File: src/rtl/sv_alu_seq.sv
// sv_alu_seq: registered WIDTH-bit, 8-op ALU with flags and valid/ready on both sides.
// Latency: 1 cycle for non-MUL ops; WIDTH+1 cycles for MUL (shift-add, one bit per cycle).
// Backpressure: result held in HOLD until popped; in_ready follows out_ready in HOLD, low during MUL.
// Optional macro SV_ALU_MUL_EN builds the iterative multiplier; without it op 111 flags err.
module sv_alu_seq #(
   parameter int WIDTH = 8
) (
   input  logic             clk,
   input  logic             rst_n,
   input  logic             in_valid,
   output logic             in_ready,
   input  logic [2:0]       op,
   input  logic [WIDTH-1:0] a,
   input  logic [WIDTH-1:0] b,
   output logic             out_valid,
   input  logic             out_ready,
   output logic [WIDTH-1:0] res,
   output logic             flag_z,
   output logic             flag_n,
   output logic             flag_c,
   output logic             err
);
   localparam int SHAMT_W = $clog2(WIDTH);

   typedef enum logic [2:0] {
      OP_ADD = 3'b000, OP_SUB = 3'b001, OP_AND = 3'b010, OP_OR  = 3'b011,
      OP_XOR = 3'b100, OP_SHL = 3'b101, OP_SHR = 3'b110, OP_MUL = 3'b111
   } opcode_t;

`ifdef SV_ALU_MUL_EN
   typedef enum logic [1:0] {IDLE = 2'd0, MUL = 2'd1, HOLD = 2'd2} state_t;
   localparam logic [SHAMT_W-1:0] LAST = SHAMT_W'(WIDTH - 1);
   logic [2*WIDTH-1:0] r_mcand;
   logic [2*WIDTH-1:0] r_acc;
   logic [2*WIDTH-1:0] w_acc_nxt;
   logic [WIDTH-1:0]   r_mplier;
   logic [SHAMT_W-1:0] r_cnt;
`else
   typedef enum logic [1:0] {IDLE = 2'd0, HOLD = 2'd2} state_t;
`endif

   state_t           r_state;
   state_t           w_state_nxt;
   logic             w_accept;
   logic             w_is_mul;
   logic [WIDTH:0]   w_sum;
   logic [WIDTH:0]   w_dif;
   logic [WIDTH-1:0] w_res;
   logic             w_c;
   logic             w_err;
   logic [WIDTH-1:0] r_res;
   logic             r_z;
   logic             r_n;
   logic             r_c;
   logic             r_err;

`ifdef SV_ALU_MUL_EN
   assign w_is_mul  = (opcode_t'(op) == OP_MUL);
   assign w_acc_nxt = r_mplier[0] ? (r_acc + r_mcand) : r_acc;
`else
   assign w_is_mul  = 1'b0;
`endif

   assign w_accept = in_valid && in_ready;
   assign w_sum    = {1'b0, a} + {1'b0, b};
   assign w_dif    = {1'b0, a} - {1'b0, b};
   assign res      = r_res;
   assign flag_z   = r_z;
   assign flag_n   = r_n;
   assign flag_c   = r_c;
   assign err      = r_err;

   // State register; reset aborts any multiply or held result.
   always_ff @(posedge clk or negedge rst_n) begin
      if (!rst_n) r_state <= IDLE;
      else        r_state <= w_state_nxt;
   end

   // Next state plus handshake outputs; a pop and a new accept may share one edge.
   always_comb begin
      w_state_nxt = r_state;
      in_ready    = 1'b0;
      out_valid   = 1'b0;
      case (r_state)
         IDLE: begin
            in_ready = 1'b1;
            if (in_valid) w_state_nxt = w_is_mul ? state_t'(2'd1) : HOLD;
         end
`ifdef SV_ALU_MUL_EN
         MUL: begin
            if (r_cnt == LAST) w_state_nxt = HOLD;
         end
`endif
         HOLD: begin
            out_valid = 1'b1;
            in_ready  = out_ready;
            if (out_ready) begin
               if (in_valid) w_state_nxt = w_is_mul ? state_t'(2'd1) : HOLD;
               else          w_state_nxt = IDLE;
            end
         end
         default: w_state_nxt = IDLE;
      endcase
   end

   // Single-cycle result for every op except the iterative multiply.
   always_comb begin
      w_res = '0;
      w_c   = 1'b0;
      w_err = 1'b0;
      case (opcode_t'(op))
         OP_ADD: begin w_res = w_sum[WIDTH-1:0]; w_c = w_sum[WIDTH]; end
         OP_SUB: begin w_res = w_dif[WIDTH-1:0]; w_c = w_dif[WIDTH]; end
         OP_AND: w_res = a & b;
         OP_OR:  w_res = a | b;
         OP_XOR: w_res = a ^ b;
         OP_SHL: w_res = a << b[SHAMT_W-1:0];
         OP_SHR: w_res = a >> b[SHAMT_W-1:0];
`ifdef SV_ALU_MUL_EN
         default: w_res = '0;
`else
         default: w_err = 1'b1;
`endif
      endcase
   end

   // Result/flag registers and the shift-add multiplier datapath.
   always_ff @(posedge clk or negedge rst_n) begin
      if (!rst_n) begin
         r_res <= '0;
         r_z   <= 1'b0;
         r_n   <= 1'b0;
         r_c   <= 1'b0;
         r_err <= 1'b0;
`ifdef SV_ALU_MUL_EN
         r_mcand  <= '0;
         r_acc    <= '0;
         r_mplier <= '0;
         r_cnt    <= '0;
`endif
      end else begin
         if (w_accept && !w_is_mul) begin
            r_res <= w_res;
            r_z   <= (w_res == '0);
            r_n   <= w_res[WIDTH-1];
            r_c   <= w_c;
            r_err <= w_err;
         end
`ifdef SV_ALU_MUL_EN
         if (w_accept && w_is_mul) begin
            r_mcand  <= {{WIDTH{1'b0}}, a};
            r_mplier <= b;
            r_acc    <= '0;
            r_cnt    <= '0;
         end else if (r_state == MUL) begin
            r_acc    <= w_acc_nxt;
            r_mcand  <= r_mcand << 1;
            r_mplier <= r_mplier >> 1;
            r_cnt    <= r_cnt + 1'b1;
            if (r_cnt == LAST) begin
               r_res <= w_acc_nxt[WIDTH-1:0];
               r_z   <= (w_acc_nxt[WIDTH-1:0] == '0);
               r_n   <= w_acc_nxt[WIDTH-1];
               r_c   <= |w_acc_nxt[2*WIDTH-1:WIDTH];
               r_err <= 1'b0;
            end
         end
`endif
      end
   end

endmodule

File: config.mk
export PLATFORM = sky130hd
export DESIGN_NAME = sv_alu_seq
export DESIGN_NICKNAME = d
export VERILOG_FILES = /design/src/rtl/sv_alu_seq.sv
export SDC_FILE = /design/constraint.sdc
export NUM_CORES = 1
export LEC_CHECK = 0
export BUFFER_PORTS_ARGS = -buffer_cell sky130_fd_sc_hd__clkbuf_2
export CAP_MARGIN = 20
export CELL_PAD_IN_SITES_DETAIL_PLACEMENT = 1
export CELL_PAD_IN_SITES_GLOBAL_PLACEMENT = 2
export CORE_UTILIZATION = 34
export DETAILED_ROUTE_END_ITERATION = 16
export HOLD_SLACK_MARGIN = 0.06
export MAX_ROUTING_LAYER = met4
export PLACE_DENSITY = 0.9
export SLEW_MARGIN = 20
export SYNTH_ARGS = -nofsm -noshare
export SYNTH_HDL_FRONTEND = slang
export SYNTH_SLANG_ARGS = --single-unit
export TNS_END_PERCENT = 20
File: constraint.sdc
create_clock -name clk -period 2.2 [get_ports clk]
set_clock_uncertainty 0.2 [all_clocks]
set_input_delay 0.33 -clock clk [delete_from_list [all_inputs] [get_ports clk]]
set_output_delay 0.33 -clock clk [all_outputs]
set_load 0.03 [all_outputs]
==> results.txt <==
----------------------------------------------------
[Synthesis]
  Number of standard cells after synthesis ... 249
  Count of flip-flops with a built-in enable after synthesis ... 0
  Portion of synthesized cell area occupied by the leading cell type ... 14.89%
  Flip-flop and latch count after synthesis ... 12
  Async set-reset flop share out of synthesis ... 100.0%
  Number of warning messages in the yosys log ... 0
  Post-Syn Area ... 2101 sq um
  Mean instance size in the synthesized netlist ... 8.437 sq um
  Sequential cell area fraction in the yosys report ... 14.29%
  Top cells by area, synth ... ha_1, dfrtp_1, mux4_2, mux2i_1, inv_1
  Top flip-flop cell by instance count after synthesis ... dfrtp_1
  Top-count cell post-synth ... ha_1
  Netlist cell types ... 57
  Dominant cell type by area after synthesis ... ha_1
  Commonest cells in the netlist ... ha_1, inv_1, nor2_1
  Nets in the synthesized netlist ... 299

[Pwr]
  Leak pwr ... 1.424 nW
  Gate power share ... 59.8%
  Total power density per cell area ... 423.3 nW/um^2
  Net switching power of the design ... 0.0005248 W
  Worst voltage drop across the vdd grid ... 0.3857 mV
  Switching part of the total ... 40.89%
  Fraction of power consumed by the clock network ... 18.5%
  Power share of the sequential group ... 21.7%
  Internal cell power ... 0.0007585 W

[STA]
  Achievable clock frequency ... 436.9 MHz
  Setup repair after global routing missed its margin ... true
  Tightest slew margin relative to the limit ... 53.96%
  Final-report setup violation count ... 5
  Final slew viol count ... 0
  Final-report hold violation count ... 0
  Worst-case hold slack ... 0.1066 ns
  Post-route worst setup slack ... -0.08909 ns
  Final critical path time including I/O delays and setup ... 2.289 ns
  Transition time at the pin with the least slew margin ... 0.6892 ns
  Part of the cycle the worst path needs ... 104.0%

[Die]
  Area of the core region ... 5956 sq um
  Initial standard-cell utilization of the core ... 35.27%
  Die Span X ... 80.61 um
  Boundary Pins ... 37
  Height of the die ... 80.61 um
  Number of placement rows ... 28
  Overall die area ... 6497 sq um

[Layout]
  Diode insertion count for antenna repair ... 0
  Synthesis-to-finish area growth ... 44.31%
  Share of post-route cells with drive strength above 1 ... 43.24%
  Number of nets in the final layout ... 391

[Worst setup path]
  Critical Setup Path Class ... input port to flop
  Setup crit start kind ... input port
  Critical Path End Type ... flop
  Worst path cell trace ... clkbuf_8, ha_4, fa_2, o21bai_4, a221oi_2, o21bai_1, o211ai_1, xnor2_1, o31ai_2, o41ai_2
  Data required, critical path ... 2.14 ns
  Cell with the largest stage delay on the worst path ... fa_2
  Peak fanout along the critical path ... 3
  Endpoint arrival time on the critical path ... 2.23 ns
  Delay of the slowest cell on the worst path ... 0.39 ns

[Clock network]
  Clock slew seen by the registers of the worst setup and hold paths ... 0.05 ns
  Clock Path Buffers ... 2
  H-Tree Level Count ... 1
  Sink Count ... 12
  TritonCTS clock tree ... done
  Worst-skew pair later-pin latency ... 0.24 ns
  Clock root cell ... clkbuf_8
  TritonCTS buffer count ... 3

[Place]
  HPWL after detailed placement ... 6021 um
  Weighted congestion at the end of routability-driven global placement ... 0.9135
  Buffers added on ports ... 36
  Worst slack at placement ... -0.5957 ns

[Global route]
  Number of global-route vias before repair ... 2,413
  Pin count of the biggest net entering global routing ... 19
  Global-route wire length before repair ... 12,050 um
  Global-route usage over all layers ... 24.61%
  GR Overflow Total ... 0
  Antenna violations before repair ... 0

[Min path]
  Worst hold-check path type ... input port to flop

[Flow run]
  MaxCap Viol Count ... 0

[Drt]
  DRC violations left ... 0
  Number of violations reported at the end of detailed-routing iteration 0 ... 196
  Average wire per cell in the routed design ... 17.83 um
  Via total after detailed routing ... 2,319
  Total wire length after detailed routing ... 7401 um
  First-pass iteration count of the detailed router ... 4
  Via/cell ratio ... 5.588
  Final antenna-violating net count ... 0

[Run status]
  Failing checks ... negative setup slack
  Run status ... finished, violations left

----------------------------------------------------
## worst max-delay path, delay by kind of cell
family / cells / cell delay [ns]
adders and majority gates: 2 / 0.56
xor gates and xnor gates: 1 / 0.20
AOI/OAI and AO/OA: 6 / 1.03
buffers and inverters: 1 / 0.13
## cells in the final DEF, fill, tap and decap left out, drive strengths merged, types with 10 or more instances in the layout
master and count:
ha 25, mux2i 10, a21oi 11, inv 24, buf 67, nor2 18
clkbuf 39, nand2 16, o21ai 18, dfrtp 12
## cell type report
cell class,count,area (sq um)
fillers,721,2924
repair buffers,103,730.7
clock buffers,4,55.05
inverters,24,95.09
well taps,75,93.84
multi-input cells,197,1757
flip-flops and latches,12,300.3
## kinds of logic after synthesis
logic type                 share of synthesized area, %
AOI/OAI and AO/OA                                 25.85
xor gates and xnor gates                          2.501
adders and majority gates                         16.80
buffers and inverters                             8.517
DFF                                               14.29
muxes                                             16.02
and+or+nand+nor                                   16.02
## power groups by stage
stage / clock (W) / combinational, W / sequential, W
2_1_floorplan: 0 / 0.000357 / 0.000353
3_3_place_gp: 0 / 0.000682 / 0.000279
3_5_place_dp: 0 / 0.000707 / 0.000283
4_1_cts: 0.000245 / 0.000747 / 0.000280
5_1_grt: 0.000251 / 0.000830 / 0.000284
6_report: 0.000238 / 0.000767 / 0.000278
## timing repair
| item | 4_1_cts | 5_1_grt |
|---|---|---|
| pin swaps | 7 | 6 |
| setup buffers | 1 | 1 |
| gates resized for setup | 21 | 13 |
| hold buffers | 1 | 0 |
| hold endpoints to repair | 12 | 0 |
| endpoints found under the setup margin | 9 | 9 |
## routing by layer
metal	vias to the layer above	track usage (%)	share of wire, %
met4	0	7.500	2.3
met2	67	44.41	51
met5	-	-	0
li1	1097	-	-
met3	15	1.591	4.6
met1	1140	29.06	42
## metrics by stage
| step | instances | setup TNS [ns] | area (sq um) | power (W) | util (%) |
|---|---|---|---|---|---|
| 6_report | 415 | -0.2247 | 3032 | 0.001283 | 50.90 |
| 5_1_grt | 415 | -0.8318 | 3032 | 0.001365 | 50.90 |
| 4_1_cts | 414 | -0.3461 | 2984 | 0.001273 | 50.11 |
| 3_5_place_dp | 408 | -3.535 | 2813 | 0.0009902 | 47.23 |
| 3_3_place_gp | 408 | -2.944 | 2813 | 0.0009613 | 47.23 |
| 2_1_floorplan | 249 | -0.3372 | 2157 | 0.0007103 | - |
## flip-flops by register name, summed over array words and instances, names as in the netlist
| name | cells |
|---|---|
| flag_c | 1 |
| err | 1 |
| flag_z | 1 |
| res | 8 |
| r_state | 1 |
## worst paths after layout
kind / start / end / slack, ns / depth (start not counted)
max in group asynchronous: rst_n / err / 1.27 / 2
min in group asynchronous: rst_n / res[3] / 0.30 / 2
worst min-delay path: in_valid / r_state[1] / 0.11 / 2
worst min register to register: err / err / 0.28 / 2
worst max register to register: r_state[1] / flag_z / 0.31 / 7
worst max-delay path: b[0] / flag_z / -0.09 / 10
(Power assumes the default switching activity.)
